[config.mk]
export PLATFORM = sky130hd
export DESIGN_NAME = pc_sequencer
export DESIGN_NICKNAME = d
export VERILOG_FILES = /design/src/rtl/pc_seq_pkg.sv /design/src/rtl/pc_redirect_arbiter.sv /design/src/rtl/pc_sequencer.sv
export SDC_FILE = /design/constraint.sdc
export NUM_CORES = 1
export LEC_CHECK = 0
export BUFFER_PORTS_ARGS = -buffer_cell sky130_fd_sc_hd__buf_2
export CAP_MARGIN = 25
export CORE_UTILIZATION = 45
export DETAILED_ROUTE_END_ITERATION = 8
export PLACE_DENSITY = 0.69
export SYNTH_ARGS = -nofsm -noshare
export SYNTH_HDL_FRONTEND = slang
export SYNTH_SLANG_ARGS = --single-unit
[constraint.sdc]
create_clock -name clock -period 6.3 [get_ports clock]
set_input_delay 1.26 -clock clock [delete_from_list [all_inputs] [get_ports clock]]
set_output_delay 1.26 -clock clock [all_outputs]
set_load 0.02 [all_outputs]
[src/rtl/pc_seq_pkg.sv]
// Shared types and defaults for the PC sequencer: FSM state encoding,
// redirect-source encoding, the redirect request record and reset/trap addresses.
package pc_seq_pkg;

    typedef enum logic [1:0] {
        IDLE = 2'd0,
        REQ  = 2'd1,
        HOLD = 2'd2
    } seq_state_e;

    typedef enum logic [1:0] {
        NONE   = 2'd0,
        BRANCH = 2'd1,
        JUMP   = 2'd2,
        TRAP   = 2'd3
    } redirect_src_e;

    typedef struct packed {
        redirect_src_e src;
        logic          misalign;
        logic [31:0]   target;
    } redirect_t;

    localparam logic [31:0] RESET_PC_DEFAULT    = 32'h0000_3000;
    localparam logic [31:0] TRAP_VECTOR_DEFAULT = 32'h0000_4180;
    localparam redirect_t   NO_REDIRECT         = '{src: NONE, misalign: 1'b0, target: 32'h0};

endpackage

[src/rtl/pc_redirect_arbiter.sv]
// Combinational trap > jump > branch selection plus target alignment handling.
// PC_SEQ_MISALIGN_TRAP_EN turns misaligned jump/branch targets into traps; otherwise they are masked.
module pc_redirect_arbiter
    import pc_seq_pkg::*;
#(
    parameter logic [31:0] TRAP_VECTOR = TRAP_VECTOR_DEFAULT
) (
    input  logic        branchValid,
    input  logic [31:0] branchTarget,
    input  logic        jumpValid,
    input  logic [31:0] jumpTarget,
    input  logic        trapValid,
    output redirect_t   redirect
);

    redirect_src_e raw_src;
    logic [31:0]   raw_target;

    // NOTE: every always_comb output gets a default before any branch so no latch is inferred.
    always_comb begin
        raw_src    = NONE;
        raw_target = 32'h0;
        if (trapValid) begin
            raw_src    = TRAP;
            raw_target = TRAP_VECTOR;
        end else if (jumpValid) begin
            raw_src    = JUMP;
            raw_target = jumpTarget;
        end else if (branchValid) begin
            raw_src    = BRANCH;
            raw_target = branchTarget;
        end
    end

    always_comb begin
        redirect = '{src: raw_src, misalign: 1'b0, target: raw_target};
        if (raw_src == JUMP || raw_src == BRANCH) begin
`ifdef PC_SEQ_MISALIGN_TRAP_EN
            if (raw_target[1:0] != 2'b00) begin
                redirect = '{src: TRAP, misalign: 1'b1, target: TRAP_VECTOR};
            end
`else
            redirect.target[1:0] = 2'b00;
`endif
        end
    end

endmodule

[src/rtl/pc_sequencer.sv]
// Fetch PC sequencer: IDLE/REQ/HOLD fetch FSM, program counter and one pending redirect slot.
// Build option PC_SEQ_MISALIGN_TRAP_EN (handled in pc_redirect_arbiter) enables misalignment traps.
module pc_sequencer
    import pc_seq_pkg::*;
#(
    parameter logic [31:0] RESET_PC    = RESET_PC_DEFAULT,
    parameter logic [31:0] TRAP_VECTOR = TRAP_VECTOR_DEFAULT
) (
    input  logic        clock,
    input  logic        reset,
    input  logic        stall,
    input  logic        branchValid,
    input  logic [31:0] branchTarget,
    input  logic        jumpValid,
    input  logic [31:0] jumpTarget,
    input  logic        trapValid,
    output logic        fetchReq,
    input  logic        fetchAck,
    output logic [31:0] fetchAddr,
    output logic [31:0] pcValue,
    output logic        redirectTaken,
    output logic        misalignTrap
);

    seq_state_e  state_q, state_d;
    logic [31:0] pc_q, pc_d;
    redirect_t   pend_q, pend_d;
    logic        redirect_taken_q, redirect_taken_d;
    logic        misalign_trap_q, misalign_trap_d;
    redirect_t   incoming;
    redirect_t   merged;

    pc_redirect_arbiter #(
        .TRAP_VECTOR (TRAP_VECTOR)
    ) u_arbiter (
        .branchValid  (branchValid),
        .branchTarget (branchTarget),
        .jumpValid    (jumpValid),
        .jumpTarget   (jumpTarget),
        .trapValid    (trapValid),
        .redirect     (incoming)
    );

    // A fresh request replaces the pending one unless that would demote a pending trap.
    always_comb begin
        merged = pend_q;
        if (incoming.src != NONE && !(pend_q.src == TRAP && incoming.src != TRAP)) begin
            merged = incoming;
        end
    end

    always_comb begin
        state_d          = state_q;
        pc_d             = pc_q;
        pend_d           = pend_q;
        redirect_taken_d = 1'b0;
        misalign_trap_d  = 1'b0;
        fetchReq         = 1'b0;
        case (state_q)
            IDLE: begin
                state_d = REQ;
                pend_d  = NO_REDIRECT;
                if (incoming.src != NONE) begin
                    pc_d             = incoming.target;
                    redirect_taken_d = 1'b1;
                    misalign_trap_d  = incoming.misalign;
                end
            end
            REQ: begin
                fetchReq = 1'b1;
                if (fetchAck) begin
                    pend_d  = NO_REDIRECT;
                    state_d = stall ? HOLD : REQ;
                    if (merged.src != NONE) begin
                        pc_d             = merged.target;
                        redirect_taken_d = 1'b1;
                        misalign_trap_d  = merged.misalign;
                    end else begin
                        pc_d = pc_q + 32'd4;
                    end
                end else begin
                    // The in-flight fetch is never aborted; the redirect waits for its ack.
                    pend_d = merged;
                end
            end
            HOLD: begin
                pend_d = NO_REDIRECT;
                if (incoming.src != NONE) begin
                    pc_d             = incoming.target;
                    redirect_taken_d = 1'b1;
                    misalign_trap_d  = incoming.misalign;
                end
                if (!stall) begin
                    state_d = REQ;
                end
            end
            default: state_d = IDLE;
        endcase
    end

    // NOTE: sequential state uses non-blocking assignments so every flop samples pre-edge values.
    always_ff @(posedge clock) begin
        if (reset) begin
            state_q          <= IDLE;
            pc_q             <= RESET_PC;
            pend_q           <= NO_REDIRECT;
            redirect_taken_q <= 1'b0;
            misalign_trap_q  <= 1'b0;
        end else begin
            state_q          <= state_d;
            pc_q             <= pc_d;
            pend_q           <= pend_d;
            redirect_taken_q <= redirect_taken_d;
            misalign_trap_q  <= misalign_trap_d;
        end
    end

    assign pcValue       = pc_q;
    assign fetchAddr     = pc_q;
    assign redirectTaken = redirect_taken_q;
    // Constant zero unless misalignment traps are built in, since the arbiter never flags one otherwise.
    assign misalignTrap  = misalign_trap_q;

endmodule
==> results.json <==
{
  "dp_hpwl_mm": 9.92,
  "fp.dieH_um": 103,
  "ctsRootBufferMaster": "clkbuf_8",
  "seq_area_um2": 1420,
  "ir_drop_mv": 0.0956,
  "gr-usage-all-layers": 0.278,
  "fin_setup_tns_ns": 0,
  "critPathArrivalTime_ns": 4.31,
  "seq_area_frac_synth": 0.312,
  "ys_types": 67,
  "port_buffers": 137,
  "grt_max_degree": 62,
  "grt_pass1_vias": 4482,
  "ys.flop_type": "dfxtp_1",
  "via_per_inst": 6.25,
  "cts_made_buffers": 9,
  "yosysTopAreaCell": "dfxtp_1",
  "num_vias": 4984,
  "max_cap_violations": 0,
  "crit_buf_inv": 3,
  "end_kind": "flip-flop",
  "dp.cells": 780,
  "path_clk_slew_ns": 0.08,
  "finalNetCount": 733,
  "clock_skew_ns": 0.0110,
  "drt-total-wl_mm": 14.7,
  "postCtsSetupBuffers": 0,
  "synth-warning-count": 0,
  "crit_family": "compound AO/OA/AOI/OAI gates",
  "avgSynthCellArea_um2": 7.88,
  "io_pins": 138,
  "ys_seq_elements": 71,
  "hold_class": "flip-flop to flip-flop",
  "cts_sinks": 71,
  "rsz0062_at_grt": "false",
  "powerDensity_nw_per_um2": 218,
  "fin_cells": 798,
  "critPathKind": "primary input to flip-flop",
  "die_area_um2": 10500,
  "grt_pass1_wl_mm": 22.5,
  "cp-start-kind": "primary input",
  "cts_hold_buffers": 0,
  "run_status": "completed",
  "drc": 0,
  "yosys.area.top_type_share": 0.312,
  "fin_crit_sh": 0.635,
  "r2r_slack_ns": 3.83,
  "slowest_stage": "a21oi_2",
  "drt_iter0_drc": 396,
  "gr-total-overflow": 0,
  "fp.coreArea_um2": 9770,
  "antenna_found_initial": 1,
  "setup_viol": 0,
  "maxSlewHeadroom": 0.303,
  "area_growth_pct": 16.6,
  "critPathRequiredTime_ns": 6.61,
  "start_util": 0.466,
  "multi_input_area_um2": 2660,
  "synth_area_um2": 4550,
  "place.gp.congestion": 0.892,
  "clockBufferDepth": 2,
  "clk_latency_ns": 0.36,
  "leakagePower_uw": 0.00226,
  "die_w_um": 103,
  "hold_viol": 0,
  "critPathMaxStageDelay_ns": 0.88,
  "drive_gt1_frac": 0.267,
  "final-max-slew-violation-count": 0,
  "worst_pin_slew_ns": 1.03,
  "wire_per_inst_um": 18.4,
  "async_reset_ff_frac": 0,
  "ant_nets": 0,
  "synthCells": 578,
  "worstPathMaxFanout": 42,
  "fp-row-count": 36,
  "cts_resized": 0,
  "fill_cells": 930,
  "syn_nets": 652,
  "htreeDepth": 3,
  "yosys-top-cells-area": "dfxtp_1 31%, a22oi_1 7.9%, a21oi_1 5.7%",
  "synth_edf_count": 0,
  "fmax_mhz": 250,
  "crit_chain": "buf_2, nor2b_1, nor2_1, inv_1, ha_1, nand3b_1, a21oi_2, buf_4, a32oi_1, o32ai_1, o32a_1",
  "period_needed_ns": 4.00,
  "dr.pass1.iters": 6,
  "cts_tree": "built"
}
[registers in the layout, indices dropped and copies added (netlist names)]
| signal | flops |
|---|---|
| pend_q | 35 |
| fetchAddr | 32 |
| redirectTaken | 1 |
| state_q | 2 |
| misalignTrap | 1 |
[worst paths after layout]
check | end | start | cells after the start
max | fetchAddr[29]$_SDFFE_PP0P_ | jumpValid | 11
min | misalignTrap$_SDFF_PP0_ | pend_q[32]$_SDFFE_PP0P_ | 2
max reg2reg | fetchAddr[29]$_SDFFE_PP0P_ | state_q[0]$_SDFFE_PP0P_ | 6
min reg2reg | misalignTrap$_SDFF_PP0_ | pend_q[32]$_SDFFE_PP0P_ | 2
[Yosys cell counts, drive strengths merged (5+ instances only)]
master  number
nor2b        6
clkbuf      31
o22ai        6
a211oi      10
o31ai        5
and3         7
a21oi       53
nor2        62
nand3       15
nor3         7
inv         12
a32o         8
a31oi        9
or3          5
a22o         7
a22oi       48
nor4         8
o32ai        5
buf         47
dfxtp       71
nand3b      16
o21ai       10
nand2       41
mux2i        6
o22a         6
a32oi        7
[power by group]
| part | leakage (uW) | internal [uW] | switching, uW |
|---|---|---|---|
| Sequential | 0.000577 | 466 | 25.4 |
| Clock | 0.000110 | 234 | 184 |
| Combinational | 0.00157 | 93.5 | 156 |
[cells by family (layout without fill, tap and decap cells)]
logic type / Yosys count / in the layout / synth area share
AND/OR/NAND/NOR: 187 / 187 / 0.207
other: 0 / 1 / 0
buffers and inverters: 91 / 177 / 0.106
AO/OA/AOI/OAI: 220 / 220 / 0.353
adder cells (fa/ha/maj): 3 / 3 / 0.00824
multiplexers: 6 / 6 / 0.0132
flip-flops: 71 / 71 / 0.312
[layout by cell type (no fill, tap or decap), types with 4 or more instances in the layout]
master	synthesis	routed
a221oi_1	4	4
a32o_1	8	8
a32oi_1	7	7
a222oi_1	4	4
o32ai_1	5	5
o21ai_1	6	6
nor4_1	7	7
nor2b_1	6	6
o21a_1	4	4
buf_2	10	137
nand2_1	41	41
a22o_1	7	7
a22oi_1	48	48
nand4_1	4	4
nand3b_1	16	16
nor2_1	60	59
and3_1	7	7
clkbuf_8	0	10
a21o_1	4	4
a211oi_1	10	10
a211o_1	4	4
o31ai_1	4	4
o22a_1	6	6
dfxtp_1	71	71
a221o_1	4	4
nor3_1	7	7
buf_4	34	10
a21oi_1	52	52
inv_1	11	11
a31oi_1	9	9
nand3_1	15	15
or3_1	4	4
mux2i_1	6	6
o22ai_1	6	6
o21ai_0	4	4
[worst min-delay path: cells and delay by family, from the launching register on]
family	cells	cell delay, ns
flip-flops	1	0.31
AND/OR/NAND/NOR	2	0.11
[per-layer routing]
metal	vias to the layer above	routed length, um	GRT usage
met2	261	6810	0.449
met5	-	0	0
met3	31	1150	0.0495
met1	2355	6290	0.358
met4	0	414	0.134
li1	2337	-	-
[area by class of cell]
type	count	area share
flip-flops and latches	71	0.268
repair buffers	148	0.148
clock inverters	5	0.0153
inverters	13	0.00919
well taps	133	0.0313
multi-input cells	416	0.501
diodes	1	0.000471
clock buffers	11	0.0266
[per-stage QoR]
stage	instance area, um2	setup WS, ns	hold WS, ns	power [uW]	utilization
CTS	5280	2.35	0.465	1160	0.540
global placement	5060	2.12	0.438	740	0.517
global route	5310	2.05	0.486	1200	0.543
floorplan	4550	2.66	0.411	674	-
detailed placement	5060	1.98	0.447	745	0.517
finish	5310	2.30	0.462	1160	0.543
(Power assumes the default switching activity.)
